**src/rtl/vote_pkg.sv**
```systemverilog
// Shared definitions for the vote logger and the display stage that reads its results.
package vote_pkg;

  typedef enum logic [1:0] {
    VOTE    = 2'd0,
    LOCKOUT = 2'd1,
    RESULT  = 2'd2
  } vote_state_t;

  localparam logic MODE_VOTE   = 1'b0;
  localparam logic MODE_RESULT = 1'b1;

endpackage

```
**src/rtl/vote_sat_counter.sv**
```systemverilog
// Saturating up-counter. sat is high when the count is all-ones or becomes all-ones on this edge.
module vote_sat_counter
  import vote_pkg::*;
#(
  parameter int CNT_W = 8
) (
  input  logic             clock,
  input  logic             reset,
  input  logic             inc,
  output logic [CNT_W-1:0] count,
  output logic             sat
);

  localparam logic [CNT_W-1:0] MAX = '1;

  function automatic logic [CNT_W-1:0] sat_inc(input logic [CNT_W-1:0] v);
    return (v == MAX) ? v : v + CNT_W'(1);
  endfunction

  always_ff @(posedge clock or posedge reset) begin
    if (reset) begin
      count <= '0;
    end else if (inc) begin
      count <= sat_inc(count);
    end
  end

  // Look ahead one edge so the sticky flag rises together with the count.
  assign sat = (count == MAX) | (inc & (count == MAX - CNT_W'(1)));

endmodule

```
**src/rtl/vote_logger.sv**
```systemverilog
// Per-candidate vote tally with one-vote-at-a-time lockout and a result display mode.
module vote_logger
  import vote_pkg::*;
#(
  parameter  int NUM_CAND    = 4,
  parameter  int CNT_W       = 8,
  parameter  int LOCK_CYCLES = 16,
  localparam int SEL_W       = (NUM_CAND > 1) ? $clog2(NUM_CAND) : 1
) (
  input  logic                clock,
  input  logic                reset,
  input  logic                mode,
  input  logic [NUM_CAND-1:0] vote_valid,
  input  logic [SEL_W-1:0]    result_sel,
  output logic                vote_ack,
  output logic                multi_err,
  output logic                busy,
  output logic                sat_flag,
  output logic [NUM_CAND-1:0] vote_leds,
  output logic [CNT_W-1:0]    result_count,
  output logic [CNT_W-1:0]    total_votes
);

  localparam int LOCK_W = (LOCK_CYCLES > 1) ? $clog2(LOCK_CYCLES) : 1;
  localparam logic [LOCK_W-1:0] LOCK_INIT = LOCK_W'(LOCK_CYCLES - 1);

  vote_state_t         state, state_n;
  logic [LOCK_W-1:0]   lock_cnt, lock_cnt_n;
  logic                accept, multi;
  logic [NUM_CAND-1:0] inc_vec;
  logic [NUM_CAND:0]   sat_vec;
  logic [CNT_W-1:0]    cnt     [NUM_CAND];
  logic [CNT_W-1:0]    cnt_pad [2**SEL_W];

  for (genvar i = 0; i < NUM_CAND; i++) begin : g_cand
    vote_sat_counter #(.CNT_W(CNT_W)) u_cnt (
      .clock (clock),
      .reset (reset),
      .inc   (inc_vec[i]),
      .count (cnt[i]),
      .sat   (sat_vec[i])
    );
  end

  vote_sat_counter #(.CNT_W(CNT_W)) u_total (
    .clock (clock),
    .reset (reset),
    .inc   (accept),
    .count (total_votes),
    .sat   (sat_vec[NUM_CAND])
  );

  // Unused select codes read as zero when NUM_CAND is not a power of two.
  for (genvar j = 0; j < 2**SEL_W; j++) begin : g_pad
    if (j < NUM_CAND) begin : g_real
      assign cnt_pad[j] = cnt[j];
    end else begin : g_zero
      assign cnt_pad[j] = '0;
    end
  end

  assign inc_vec = accept ? vote_valid : '0;

  always_comb begin
    state_n    = state;
    lock_cnt_n = lock_cnt;
    accept     = 1'b0;
    multi      = 1'b0;
    case (state)
      VOTE: begin
        if (mode == MODE_RESULT) begin
          state_n = RESULT;
        end else if ($onehot(vote_valid)) begin
          accept     = 1'b1;
          state_n    = LOCKOUT;
          lock_cnt_n = LOCK_INIT;
        end else if (|vote_valid) begin
          multi = 1'b1;
        end
      end
      LOCKOUT: begin
        if (mode == MODE_RESULT) begin
          state_n = RESULT;
        end else if (lock_cnt == '0) begin
          state_n = VOTE;
        end else begin
          lock_cnt_n = lock_cnt - LOCK_W'(1);
        end
      end
      RESULT: begin
        if (mode == MODE_VOTE) state_n = VOTE;
      end
      default: state_n = VOTE;
    endcase
  end

  always_ff @(posedge clock or posedge reset) begin
    if (reset) begin
      state        <= VOTE;
      lock_cnt     <= '0;
      vote_ack     <= 1'b0;
      multi_err    <= 1'b0;
      busy         <= 1'b0;
      sat_flag     <= 1'b0;
      vote_leds    <= '0;
      result_count <= '0;
    end else begin
      state     <= state_n;
      lock_cnt  <= lock_cnt_n;
      vote_ack  <= accept;
      multi_err <= multi;
      busy      <= (state_n == LOCKOUT);
      sat_flag  <= sat_flag | (|sat_vec);
      if (state_n == RESULT) begin
        vote_leds    <= '0;
        result_count <= cnt_pad[result_sel];
      end else begin
        result_count <= '0;
        if (accept) vote_leds <= vote_valid;
      end
    end
  end

endmodule

```
**config.mk**
```make
export PLATFORM = sky130hd
export DESIGN_NAME = vote_logger
export DESIGN_NICKNAME = d
export VERILOG_FILES = /design/src/rtl/vote_pkg.sv /design/src/rtl/vote_sat_counter.sv /design/src/rtl/vote_logger.sv
export SDC_FILE = /design/constraint.sdc
export NUM_CORES = 1
export LEC_CHECK = 0
export ABC_AREA = 1
export BUFFER_PORTS_ARGS = -buffer_cell sky130_fd_sc_hd__buf_4
export CORE_ASPECT_RATIO = 0.6
export CORE_UTILIZATION = 58
export DETAILED_ROUTE_END_ITERATION = 16
export GPL_TIMING_DRIVEN = 0
export HOLD_SLACK_MARGIN = 0.1
export PLACE_DENSITY = 0.86
export SYNTH_ARGS = -nofsm -noshare
export SYNTH_HDL_FRONTEND = slang
export SYNTH_SLANG_ARGS = --single-unit
```
**constraint.sdc**
```tcl
create_clock -name clock -period 3 [get_ports clock]
set_input_delay 0.6 -clock clock [delete_from_list [all_inputs] [get_ports clock]]
set_output_delay 0.6 -clock clock [all_outputs]
set_load 0.03 [all_outputs]
```
* Word-level counts from Yosys, hierarchy flattened *
Index checks and enable logic that the tools add are counted.

cells by class
  reductions and logical operators = 12
  muxes and demuxes = 25
  add/sub/neg operators = 9
  equal/unequal tests = 19
  bitwise logic cells = 17
  order comparisons = 1

operator list
  kind                   number
  $eq A8 B8 Y1 const B   10
  $add A8 B1 Y8 const B  5
  $mux W4                7
  $mux W8                3
  $bmux W8 S2            1
  $mux W2                5
  $reduce_and A2 Y1      5
  $ne A2 B2 Y1 const B   4
  $pmux W4 S2            1
  $mux W1                7
  $or A1 B1 Y1           6
  $pmux W2 S3            1
  $and A1 B1 Y1          5
  $not A1 Y1             5
  $reduce_and A5 Y1      1
  $reduce_or A5 Y1       1
  $add A1 B1 Y2          2
  $eq A2 B1 Y1 const B   2
  $eq A2 B2 Y1 const B   2
  $logic_not A4 Y1       1
  $reduce_bool A2 Y1     2
  $reduce_or A4 Y1       1
  $sub A4 B1 Y4 const B  1
  $add A2 B2 Y3          1
  4 further kinds        4

storage, ports and cells
  register bits after elaboration = 62
  word-level logic and storage cells = 96
  output and inout bits = 24
  bits of input ports = 9

* Longest topological paths before layout *
  depth after elaboration = 11
  gate-level depth with buffers = 14
  gate-level depth less buffers = 13

* Modules after synthesis *
A second synthesis with hierarchy kept.

second synthesis, totals
  cells, all modules = 498
  area total of the unflattened synthesis = 3,691.0 um^2

by module, submodules not included
  module            seq. area each (um^2)  instances  area each (um^2)  cells each
  vote_sat_counter  200.2                  5          489.2             67
  vote_logger       550.5                  1          1,244.9           163

* Worst setup path after synthesis *
No wires, ideal clock.

  kind = input port to flip-flop
  start = input port vote_valid[0]
  end = register g_cand[1].u_cnt.count[4]
  data arrival time = 2,500 ps
  stages on the path = 14
  slack = 383 ps
  path through = inv_1 > fa_1 > inv_1 > ha_1 > ha_1 > inv_1 > nand3_1 > nor2_8 > buf_12 > nand3_4 > clkinv_4 > nand2_1 > nand2_1 > nand2_1

between the ends
  word-level cells in the longest chain between the ends = 8

RTL lines
  what                                 line                    RTL
  from (decl)                          vote_logger.sv:13       input logic [NUM_CAND-1:0] vote_valid,
  $add A1 B1 Y2 (implied by the code)  vote_logger.sv:73       end else if ($onehot(vote_valid)) begin
  $add A2 B2 Y3 (implied by the code)  vote_logger.sv:73
  $eq A3 B1 Y1                         vote_logger.sv:73
  $mux W1                              vote_logger.sv:73
  $mux W1                              vote_logger.sv:71       if (mode == MODE_RESULT) begin
  $mux W1                              vote_logger.sv:69       case (state)
  via accept                           vote_logger.sv:29       logic accept, multi;
  $mux W4                              vote_logger.sv:62       assign inc_vec = accept ? vote_valid : '0;
  $reduce_and A2 Y1 (no line)          --
  to (signal assigned)                 vote_sat_counter.sv:24  count <= sat_inc(count);
  to (decl)                            vote_sat_counter.sv:10  output logic [CNT_W-1:0] count,

The timed path passes the listed nets, and every way through them passes these cells.
A chain may end at the register's enable or synchronous reset.

* Worst setup path after layout *
  start = input port vote_valid[0]
  end = register g_cand[0].u_cnt.count[4]

between the ends
  word-level cells in the longest chain between the ends = 8

RTL lines
  what                                 line
  $add A1 B1 Y2 (implied by the code)  vote_logger.sv:73
  $add A2 B2 Y3 (implied by the code)  vote_logger.sv:73
  $eq A3 B1 Y1                         vote_logger.sv:73
  $mux W1                              vote_logger.sv:73
  $mux W1                              vote_logger.sv:71
  $mux W1                              vote_logger.sv:69
  $mux W4 (*)                          vote_logger.sv:62
  $reduce_and A2 Y1 (no line) (*)      --
  to (signal assigned)                 vote_sat_counter.sv:24
  to (decl)                            vote_sat_counter.sv:10

Mark *: on every way between the ends. The rest lies on a longest branch, timed or not.

==> results list <==
- Status: completed
- Standard-cell row count: 21
* Final setup fails: 0
* Worst Setup End Kind: flip-flop
- After detailed routing, the number of vias per cell comes to 5.317.
- Port Buffer Count: 31
- Number of buffers added by the clock tree synthesis step: 9
- The first global-routing pass estimated 13920 um of wire.
* Avg Synthesized Cell Area: 7.815 um2
* Number of top-level pins: 33
- Counting flops and latches in the post-synthesis netlist gives 62.
- Across the routed clock network, the largest skew measured is 10.64 ps.
* DRC: 0
* Fraction of post-synthesis cell area in the top cell type by area: 44.41%
- Unrepaired setup endpoints after global routing: no
- CP Max Fanout: 9
- In the final design database the tool counted 514 nets.
* Post-CTS Hold Fix Bufs: 0
- Starting density of the core: 61.55%
- During synthesis, Yosys emitted a total of 0 warnings.
* Number of fillers in the final layout: 441
- Clock latency on the worst-skew pair: 350 ps
* Cells taking the most area after synthesis: sky130_fd_sc_hd__dfrtp_1, sky130_fd_sc_hd__nand2_1, sky130_fd_sc_hd__inv_1
- Detailed placement finished with a half-perimeter wire length of 6038 um.
- Total Die Area: 6348 um2
* PnR worst setup slack: 387.7 ps
- Type of element launching the critical path: primary input
- Entering global routing, the biggest net connects 45 pins.
- At the worst endpoint, the required time is 3250 ps.
* Synth Net Count: 471
* Initial detailed-routing violation count: 236
- For this design, the sink count on the clock tree is 62.
* Share of synthesized registers carrying an async set or reset: 100.0%
* Arrival @ worst endpoint: 2860 ps
* Type of the most critical hold path: in -> async
- Overflow after GRT: 0
* Top-count cell post-synth: sky130_fd_sc_hd__nand2_1
* Bufs on Longest Clock Path: 2
- The first detailed-routing pass took 4 iterations.
- The worst path in the final design needs a cycle of 2612 ps, including I/O delays and setup.
- Number of standard cells after synthesis: 447
- GRT Total Usage: 29.42%
* GP Congestion: 0.8778
- In this run the horizontal extent of the chip is 102.2 um.
- The mapped netlist covers 3493 um2.
- For the pin with the worst max-slew slack, the measured transition is 445.0 ps.
- In this run, post-CTS repair resized a total of 0 instances.
- Share of post-route cells with drive strength above 1: 13.33%
- The via count of the first global-routing pass is 2986.
- After clock tree synthesis, the clock-pin slew on the worst setup and hold paths is 70 ps.
- Height of the die: 62.12 um
- Fmax achieved: 382.8 MHz
- The tool flagged a number of max-cap violations equal to 0.
- Across the VDD grid, the largest voltage drop is 0.4841 mV.
- The max-slew violation count is 0.
- After layout, the worst path uses 87.08% of the clock period.
- TritonCTS built the clock tree.
- Drt total wl: 8228 um
* Vias post-DR: 3057
- Post-synth EDFFs: 0
* Worst max-slew margin expressed relative to the limit: 70.33%
- In the synthesized netlist the dominant register cell turns out to be sky130_fd_sc_hd__dfrtp_1.
- Cell accounting for the most synthesized area: sky130_fd_sc_hd__dfrtp_1
- The number of hold violations in the final report is 0.
- Distinct cells, synth: 30
* Drt wl/cell: 14.31 um
- Once detail routing completed, the nets flagged for antenna violations numbered 0.
- For this design the static power due to leakage is 2.063 nW.
- Top cells by instance count after synthesis: sky130_fd_sc_hd__nand2_1, sky130_fd_sc_hd__dfrtp_1, sky130_fd_sc_hd__inv_1
- The initial antenna violation count is 0.
* Core Box Area: 5675 um2
- The critical path is of the in -> reg type.
- Power density of the placed cells: 662.8 nW/um2
- Seq/Total Area, Yosys: 44.41%
* Setup repair bufs after CTS: 0
* Worst slack after detailed placement: 46.79 ps
* CTS H-tree depth: 3
- Clk root buf: sky130_fd_sc_hd__clkbuf_8
- The repair_antennas step left the layout with diodes totalling 0.
- Setup total negative slack on the finished layout was measured at 0 ps.
- From synthesis to final layout, the design area changed by 15.87%.
==> final timing paths <==
check,cells after the start,slack [ps],start,endpoint
worst max-delay path,14,390,vote_valid[0],g_cand[0].u_cnt.count[4]
worst min-delay path,2,250,reset,g_cand[1].u_cnt.count[4]
worst max register to register,8,1270,g_cand[3].u_cnt.count[1],g_cand[3].u_cnt.count[3]
worst min register to register,2,500,lock_cnt[2],lock_cnt[2]
max in group asynchronous,3,2190,reset,u_total.count[5]
min in group clock,2,500,lock_cnt[2],lock_cnt[2]
==> per-layer routing <==
layer | global-route usage (%) | part of all wire (%) | up-vias
li1 | - | - | 1494
met1 | 40.31 | 46 | 1433
met2 | 43.46 | 44 | 106
met3 | 10.02 | 7.3 | 24
met4 | 10.36 | 2.1 | 0
met5 | 0 | 0 | -
==> cell usage in the layout (no fill, tap or decap), drive strengths merged <==
cell type / n
a21oi: 23
buf: 34
bufinv: 1
clkbuf: 16
clkinv: 3
clkinvlp: 1
dfrtp: 62
fa: 1
ha: 14
inv: 62
nand2: 138
nand3: 31
nand3b: 5
nand4: 6
nor2: 40
nor3: 1
o211ai: 1
o21ai: 34
o21bai: 3
xnor2: 8
xor2: 11
==> area by class of cell <==
type | count | area [um2] | area share, %
timing repair buffer | 32 | 252.7 | 6.244
multi-input combinational | 316 | 1660 | 41.02
clock buffer | 13 | 158.9 | 3.926
sequential | 62 | 1551 | 38.33
tap | 80 | 100.1 | 2.473
buffer | 5 | 36.28 | 0.8964
inverter | 64 | 245.2 | 6.059
clock inverter | 3 | 42.54 | 1.051
==> power by group <==
| group | leakage, nW | switching (mW) | internal, mW | total [mW] |
|---|---|---|---|---|
| Combinational | 1.16 | 0.461 | 0.264 | 0.726 |
| Clock | 0.0996 | 0.316 | 0.428 | 0.744 |
| Sequential | 0.803 | 0.200 | 1.01 | 1.21 |
| Total | 2.06 | 0.977 | 1.71 | 2.68 |
==> worst max-delay path, cell delays in order <==
cell	delay, ps
sky130_fd_sc_hd__buf_4	90
sky130_fd_sc_hd__inv_1	80
sky130_fd_sc_hd__fa_1	530
sky130_fd_sc_hd__inv_1	40
sky130_fd_sc_hd__ha_1	180
sky130_fd_sc_hd__ha_1	270
sky130_fd_sc_hd__inv_1	50
sky130_fd_sc_hd__nand3_1	170
sky130_fd_sc_hd__nor2_8	220
sky130_fd_sc_hd__nand3_2	240
sky130_fd_sc_hd__inv_2	190
sky130_fd_sc_hd__nand2_1	70
sky130_fd_sc_hd__nand2_1	60
sky130_fd_sc_hd__nand2_1	50
==> metrics by stage <==
step / cells / total power [mW] / utilization (%) / hold WS (ps) / cell area (um2)
global placement: 558 / 1.870 / 67.42 / 468.3 / 3826
detailed placement: 559 / 1.929 / 67.77 / 483.7 / 3846
floorplan: 447 / 1.671 / - / 451.7 / 3493
CTS: 575 / 2.689 / 71.32 / 248.3 / 4048
finish: 575 / 2.683 / 71.32 / 250.2 / 4048
global route: 575 / 2.851 / 71.32 / 264.1 / 4048
==> cell families (layout without fill, tap and decap cells) <==
| kind of cell | Yosys count | after routing | synth area share [%] |
|---|---|---|---|
| buffers and inverters | 69 | 117 | 8.058 |
| adders and majority gates | 15 | 15 | 5.587 |
| DFF | 62 | 62 | 44.41 |
| and+or+nand+nor | 221 | 221 | 28.15 |
| xor gates and xnor gates | 19 | 19 | 4.764 |
| AOI/OAI and AO/OA | 61 | 61 | 9.026 |
==> flip-flops by register name, indices dropped and copies added, names as in the netlist <==
signal,cells
lock_cnt,4
vote_leds,4
busy,1
multi_err,1
result_count,8
vote_ack,1
u_total.count,8
sat_flag,1
state,2
g_cand.u_cnt.count,32
No activity file was read; power rests on OpenSTA's default activity.
